--- src/rtl/mem_port_arbiter_if.sv ---
// mem_port_arbiter_if: CPU, debug and memory-side signals of the shared memory port
interface mem_port_arbiter_if #(
  parameter int ADDR_W = 16,
  parameter int DATA_W = 32
);
  logic              cpu_req, cpu_we, cpu_gnt, cpu_rvalid;
  logic [ADDR_W-1:0] cpu_addr;
  logic [DATA_W-1:0] cpu_wdata, cpu_rdata;
  logic              dbg_req, dbg_gnt, dbg_rvalid;
  logic [ADDR_W-1:0] dbg_addr;
  logic [DATA_W-1:0] dbg_rdata;
  logic              mem_en, mem_ren, mem_wen, busy;
  logic [ADDR_W-1:0] mem_addr;
  logic [DATA_W-1:0] mem_din, mem_dout;
  modport slave (
    input  cpu_req, cpu_we, cpu_addr, cpu_wdata, dbg_req, dbg_addr, mem_dout,
    output cpu_gnt, cpu_rvalid, cpu_rdata, dbg_gnt, dbg_rvalid, dbg_rdata,
           mem_en, mem_ren, mem_wen, mem_addr, mem_din, busy
  );
  modport master (
    output cpu_req, cpu_we, cpu_addr, cpu_wdata, dbg_req, dbg_addr, mem_dout,
    input  cpu_gnt, cpu_rvalid, cpu_rdata, dbg_gnt, dbg_rvalid, dbg_rdata,
           mem_en, mem_ren, mem_wen, mem_addr, mem_din, busy
  );
endinterface

--- src/rtl/mem_port_arbiter.sv ---
// mem_port_arbiter: CPU-priority arbiter for a single-port memory with fixed read latency
// and a starvation limit that guarantees the debug reader service.
module mem_port_arbiter #(
  parameter int ADDR_W         = 16,
  parameter int DATA_W         = 32,
  parameter int READ_LAT       = 2,
  parameter int DBG_STARVE_MAX = 8
) (
  input logic clk,
  input logic reset,
  mem_port_arbiter_if.slave bus
);
  typedef enum logic {IDLE, RD_WAIT} state_t;
  state_t            state, state_next;
  logic [3:0]        wait_cnt;
  logic [7:0]        starve_cnt;
  logic              owner;
  logic              can_grant, grant_cpu, grant_dbg, rd_req, rd_done;
  logic [ADDR_W-1:0] win_addr;
  logic [DATA_W-1:0] rd_data;
  // the write strobe cycle blocks a new grant, giving one write per two cycles
  always_comb begin
    can_grant  = state == IDLE && !bus.mem_wen;
    grant_cpu  = can_grant && bus.cpu_req && (!bus.dbg_req || starve_cnt != 8'(DBG_STARVE_MAX));
    grant_dbg  = can_grant && bus.dbg_req && !grant_cpu;
    rd_req     = grant_dbg || (grant_cpu && !bus.cpu_we);
    rd_done    = state == RD_WAIT && wait_cnt == 4'd1;
    win_addr   = grant_cpu ? bus.cpu_addr : bus.dbg_addr;
    rd_data    = bus.mem_dout;
    state_next = rd_req ? RD_WAIT : rd_done ? IDLE : state;
  end
  always_ff @(posedge clk or posedge reset)
    if (reset) state <= IDLE;
    else state <= state_next;
  always_ff @(posedge clk or posedge reset) begin
    if (reset) begin
      wait_cnt       <= '0;
      starve_cnt     <= '0;
      owner          <= 1'b0;
      bus.cpu_gnt    <= 1'b0;
      bus.dbg_gnt    <= 1'b0;
      bus.cpu_rvalid <= 1'b0;
      bus.dbg_rvalid <= 1'b0;
      bus.cpu_rdata  <= '0;
      bus.dbg_rdata  <= '0;
      bus.mem_en     <= 1'b0;
      bus.mem_ren    <= 1'b0;
      bus.mem_wen    <= 1'b0;
      bus.mem_addr   <= '0;
      bus.mem_din    <= '0;
      bus.busy       <= 1'b0;
    end else begin
      bus.cpu_gnt    <= grant_cpu;
      bus.dbg_gnt    <= grant_dbg;
      bus.cpu_rvalid <= rd_done && !owner;
      bus.dbg_rvalid <= rd_done && owner;
      bus.busy       <= state_next == RD_WAIT;
      bus.mem_wen    <= grant_cpu && bus.cpu_we;
      if (rd_done && !owner) bus.cpu_rdata <= rd_data;
      if (rd_done && owner) bus.dbg_rdata <= rd_data;
      if (grant_cpu || grant_dbg) begin
        bus.mem_en   <= 1'b1;
        bus.mem_ren  <= rd_req;
        bus.mem_addr <= win_addr;
        owner        <= grant_dbg;
        wait_cnt     <= 4'(READ_LAT);
      end else if (state == IDLE || rd_done) begin
        bus.mem_en  <= 1'b0;
        bus.mem_ren <= 1'b0;
      end
      if (state == RD_WAIT) wait_cnt <= wait_cnt - 4'd1;
      if (grant_cpu && bus.cpu_we) bus.mem_din <= bus.cpu_wdata;
      if (state == IDLE)
        starve_cnt <= (grant_dbg || !bus.dbg_req) ? 8'd0 :
                      (grant_cpu && starve_cnt != 8'(DBG_STARVE_MAX)) ? starve_cnt + 8'd1 : starve_cnt;
    end
  end
endmodule

--- src/flat_wrapper.sv ---
// flat-port wrapper written by rule: the top's interface ports become plain ports
module mem_port_arbiter_flat 
#(
  parameter int ADDR_W         = 16,
  parameter int DATA_W         = 32,
  parameter int READ_LAT       = 2,
  parameter int DBG_STARVE_MAX = 8
)
  (clk, reset, bus_cpu_req, bus_cpu_we, bus_cpu_addr, bus_cpu_wdata, bus_dbg_req, bus_dbg_addr, bus_mem_dout, bus_cpu_gnt, bus_cpu_rvalid, bus_cpu_rdata, bus_dbg_gnt, bus_dbg_rvalid, bus_dbg_rdata, bus_mem_en, bus_mem_ren, bus_mem_wen, bus_mem_addr, bus_mem_din, bus_busy);
  mem_port_arbiter_if #(.ADDR_W(ADDR_W), .DATA_W(DATA_W)) bus_i ();
  input logic clk;
  input logic reset;
  input wire logic [$bits(bus_i.cpu_req)-1:0] bus_cpu_req;
  input wire logic [$bits(bus_i.cpu_we)-1:0] bus_cpu_we;
  input wire logic [$bits(bus_i.cpu_addr)-1:0] bus_cpu_addr;
  input wire logic [$bits(bus_i.cpu_wdata)-1:0] bus_cpu_wdata;
  input wire logic [$bits(bus_i.dbg_req)-1:0] bus_dbg_req;
  input wire logic [$bits(bus_i.dbg_addr)-1:0] bus_dbg_addr;
  input wire logic [$bits(bus_i.mem_dout)-1:0] bus_mem_dout;
  output wire logic [$bits(bus_i.cpu_gnt)-1:0] bus_cpu_gnt;
  output wire logic [$bits(bus_i.cpu_rvalid)-1:0] bus_cpu_rvalid;
  output wire logic [$bits(bus_i.cpu_rdata)-1:0] bus_cpu_rdata;
  output wire logic [$bits(bus_i.dbg_gnt)-1:0] bus_dbg_gnt;
  output wire logic [$bits(bus_i.dbg_rvalid)-1:0] bus_dbg_rvalid;
  output wire logic [$bits(bus_i.dbg_rdata)-1:0] bus_dbg_rdata;
  output wire logic [$bits(bus_i.mem_en)-1:0] bus_mem_en;
  output wire logic [$bits(bus_i.mem_ren)-1:0] bus_mem_ren;
  output wire logic [$bits(bus_i.mem_wen)-1:0] bus_mem_wen;
  output wire logic [$bits(bus_i.mem_addr)-1:0] bus_mem_addr;
  output wire logic [$bits(bus_i.mem_din)-1:0] bus_mem_din;
  output wire logic [$bits(bus_i.busy)-1:0] bus_busy;
  assign bus_i.cpu_req = bus_cpu_req;
  assign bus_i.cpu_we = bus_cpu_we;
  assign bus_i.cpu_addr = bus_cpu_addr;
  assign bus_i.cpu_wdata = bus_cpu_wdata;
  assign bus_i.dbg_req = bus_dbg_req;
  assign bus_i.dbg_addr = bus_dbg_addr;
  assign bus_i.mem_dout = bus_mem_dout;
  assign bus_cpu_gnt = bus_i.cpu_gnt;
  assign bus_cpu_rvalid = bus_i.cpu_rvalid;
  assign bus_cpu_rdata = bus_i.cpu_rdata;
  assign bus_dbg_gnt = bus_i.dbg_gnt;
  assign bus_dbg_rvalid = bus_i.dbg_rvalid;
  assign bus_dbg_rdata = bus_i.dbg_rdata;
  assign bus_mem_en = bus_i.mem_en;
  assign bus_mem_ren = bus_i.mem_ren;
  assign bus_mem_wen = bus_i.mem_wen;
  assign bus_mem_addr = bus_i.mem_addr;
  assign bus_mem_din = bus_i.mem_din;
  assign bus_busy = bus_i.busy;
  mem_port_arbiter #(.ADDR_W(ADDR_W), .DATA_W(DATA_W), .READ_LAT(READ_LAT), .DBG_STARVE_MAX(DBG_STARVE_MAX)) u_core (.clk(clk), .reset(reset), .bus(bus_i));
endmodule
--- config.mk ---
export PLATFORM = sky130hd
export DESIGN_NAME = mem_port_arbiter_flat
export DESIGN_NICKNAME = d
export VERILOG_FILES = /design/src/rtl/mem_port_arbiter_if.sv /design/src/rtl/mem_port_arbiter.sv /design/src/flat_wrapper.sv
export SDC_FILE = /design/constraint.sdc
export NUM_CORES = 1
export LEC_CHECK = 0
export ABC_CLOCK_PERIOD_IN_PS = 5000
export CORE_ASPECT_RATIO = 0.5
export CORE_MARGIN = 3
export CORE_UTILIZATION = 39
export DETAILED_ROUTE_END_ITERATION = 7
export GPL_TIMING_DRIVEN = 0
export PLACE_DENSITY = 0.77
export SLEW_MARGIN = 10
export SYNTH_ARGS = -nofsm -noshare
export SYNTH_HDL_FRONTEND = slang
export SYNTH_SLANG_ARGS = --single-unit
--- constraint.sdc ---
create_clock -name clk -period 5 [get_ports clk]
set_clock_uncertainty 0.2 [all_clocks]
set_input_delay 1.5 -clock clk [delete_from_list [all_inputs] [get_ports clk]]
set_output_delay 1.5 -clock clk [all_outputs]
set_load 0.05 [all_outputs]
==> summary.txt <==
Run status
  • Status: completed

Timing
  • Pins Over Slew Limit: 0
  • Actual slew at the worst max-slew pin: 0.754 ns
  • F_max: 0.290 GHz
  • Period minus WS final: 3.44 ns
  • Final hold viol count: 0
  • Max-slew headroom: between 40 and 50%
  • RSZ-0062 raised after global routing: no
  • # setup viols final: 0
  • Fin Setup TNS: 0 ns
  • Worst setup margin: 1.56 ns
  • Fin crit share: 68.9%

Placed design
  • Final Wtd Congestion: 0.773
  • Input/output buffers: between 200 and 250
  • DP Wirelength: between 10000 and 15000 um
  • Placed inst area: 7780 um2
  • Pre-CTS setup slack: ~1.2 ns

Synthesis
  • Top_reg_cell synth: dfrtp_1
  • Post-synth top area cell: dfrtp_1
  • Post-synth ARST share: 100%
  • Synth warn: 0
  • Seq/Total Area, Yosys: 63.1%
  • Post-synth top area share: between 60% and 70%
  • Mapped Area: 5270 um2
  • Ranking of synthesized cells by area: dfrtp_1, mux2_2, mux2i_1
  • Post-Syn Area per Cell: 14.2 um2
  • Synth Instances: 371
  • Yosys reg bits: 133
  • Syn nets: ~480
  • Library cells used by synthesis: 35
  • Number of synthesized flops with an enable pin: 0

Worst setup path
  • Kind of critical path: in2reg
  • R2R Path Start: u_core.starve_cnt[0]
  • Critical-path cell list: clkdlybuf4s50_1, nor4b_1, a2111o_1, nor2_4, buf_6, mux2_2
  • CP peak stage delay: 0.53 ns
  • Setup slack, reg-to-reg: 2.53 ns
  • Crit Path Max Fanout: 10
  • Reg-to-reg endpoint: u_core.bus.mem_din[7]
  • WP buf/inv: 2
  • Crit. End Element: flip-flop
  • Register-to-Register Path Depth: 7
  • Required @ worst endpoint: a little over 5 ns
  • Delay-heaviest family, CP: buffers and inverters
  • Crit-path slowest cell: clkdlybuf4s50_1
  • Worst Setup Start Kind: input pin
  • CP startpoint: bus_dbg_req
  • Worst EP arrival: between 3 and 4 ns

GRT
  • First-pass GRT wire length: 22500 um
  • Total GRT Usage: 19.8%
  • Initial antenna violation count: 1
  • Total gr overflow: 0
  • Vias in the first global route: 4103
  • Largest net degree at the start of global routing: 39

Power and ir drop
  • Peak supply drop: 0.000374 V
  • Overall power: slightly below 7000 uW
  • Seq pwr share: 27.3%
  • Clock share of power: around 18%
  • Switching portion of total power: 45.9%
  • NetSw: 3100 uW
  • Leakage power: 0.00352 uW
  • Internal: 3660 uW
  • Combinational share of power: 54.2%
  • PD cells: 807 nW/um2

Finish
  • Final instance area: 8370 um2
  • Layout cell share with drive strength beyond 1: approximately a quarter
  • Fillcell total: 990
  • Commonest cells after routing, fill and taps aside: clkdlybuf4s50_1, dfrtp_1, mux2_2
  • Utilization after layout: between 60 and 70%
  • NumNets Final: 719
  • Layout area overhead: 58.8%
  • Commonest non-fill, non-tap cell in the layout: clkdlybuf4s50_1

Min path
  • Worst Hold Launch: u_core.bus.dbg_rdata[23]
  • Hold crit path type: reg2reg
  • Worst Hold Path Cells: 1
  • Hold Crit Endpoint: u_core.bus.dbg_rdata[23]

Floorplan
  • Num rows: 29
  • Height of the die: 88.2 um
  • Core Region: 13000 um2
  • I/O pins: 221
  • Initial core utilization: 40.7%
  • DIE AREA: about 15000 um2
  • Die X: 170 um

Routing
  • Pre-antenna DRT Iters: 4
  • DRC: 0
  • Routed len/inst: 18.2 um
  • Final wirelength: 14500 um
  • Vias per inst: 4.82
  • Via count: 3844
  • Initial DRC count: 195
  • Post-route ant nets: 0

Clock network
  • Total setup buffers inserted after CTS: 0
  • TritonCTS clock tree: built
  • Sink Count: 133
  • Post_cts resized: 0
  • H-tree levels: 4
  • CTS Buf Count: 17
  • Skew-Pair Late Insertion Delay: 0.41 ns
  • Clock root buffer: clkbuf_16
  • Clk buf depth: 2
  • Cts hold-fix bufs: 0
  • Reg clk slew, reported paths: 0.06 ns

Run
  • Max-cap viol count: 0
==> synth_stat cells (all sizes together) (3+ instances only) <==
library cell    n
nor2           28
nand2          12
o21ai           5
xnor2           3
nor3            3
a21oi          18
buf            13
xor2            3
mux2i          16
mux2           97
ha              4
dfrtp         133
inv            11
clkbuf          3
nand4           3
==> worst reg2reg max path, stage by stage (launching register included) <==
cell	delay, ns
dfrtp_1	0.39
inv_1	0.09
ha_1	0.19
nor4bb_1	0.13
a2111o_1	0.49
nor2_4	0.28
buf_6	0.21
mux2_2	0.36
==> power groups by stage <==
stage          registers (uW)  logic, uW  clock network (uW)
3_5_place_dp             1860       3690                   0
4_1_cts                  1850       3700                1270
3_3_place_gp             1830       3640                   0
6_report                 1850       3660                1250
5_1_grt                  1920       3810                1330
2_1_floorplan            3520        703                   0
==> logic make-up after synthesis <==
family	synth area share, %
DFF	63.1
muxes	23.7
adders and majority gates	0.949
buffers and inverters	2.56
xor gates and xnor gates	0.997
AOI/OAI and AO/OA	3.84
and+or+nand+nor	4.79
==> registers in the layout, indices dropped and copies added (netlist names) <==
| register | flops |
|---|---|
| u_core.starve_cnt | 8 |
| u_core.bus.mem_din | 32 |
| u_core.bus.dbg_rdata | 32 |
| u_core.state | 1 |
| u_core.bus.mem_en | 1 |
| u_core.bus.cpu_gnt | 1 |
| u_core.owner | 1 |
| u_core.bus.mem_wen | 1 |
| u_core.bus.mem_addr | 16 |
| u_core.bus.dbg_gnt | 1 |
| u_core.bus.dbg_rvalid | 1 |
| u_core.bus.cpu_rdata | 32 |
| u_core.bus.mem_ren | 1 |
| u_core.bus.cpu_rvalid | 1 |
| u_core.wait_cnt | 4 |
==> layer usage <==
metal | global-route usage, % | share of wire [%] | vias up
li1 | - | - | 1787
met1 | 23.3 | 40 | 1958
met2 | 35.5 | 55 | 72
met3 | 4.73 | 3.0 | 27
met4 | 8.46 | 2.4 | 0
met5 | 0 | 0 | -
==> stage by stage <==
step                hold WS, ns  instances
finish                    0.303        798
global placement          0.288        761
detailed placement        0.283        765
CTS                       0.296        797
global route              0.310        798
floorplan                 0.279        371
==> final cells by class <==
type                       instances  area, um2  area share, %
sequential                       133       3330           39.7
antenna                            1       2.50         0.0299
inverter                          11       45.0          0.538
buffer                            16       93.8           1.12
multi-input combinational        211       1810           21.6
timing repair buffer             224       2290           27.3
clock inverter                    14        153           1.82
tap                              170        213           2.54
clock buffer                      18        439           5.24
==> worst max-delay path by stage <==
stage | cells past startpoint | slack [ns] | to
CTS | 1 | 1.56 | bus_mem_wen
detailed placement | 6 | 1.16 | u_core.bus.mem_din[13]
global route | 1 | 1.49 | bus_mem_wen
finish | 6 | 1.56 | u_core.bus.mem_din[7]
floorplan | 1 | 1.65 | u_core.bus.cpu_gnt
global placement | 2 | 0.38 | u_core.bus.cpu_rvalid
No activity file was read; power rests on OpenSTA's default activity.
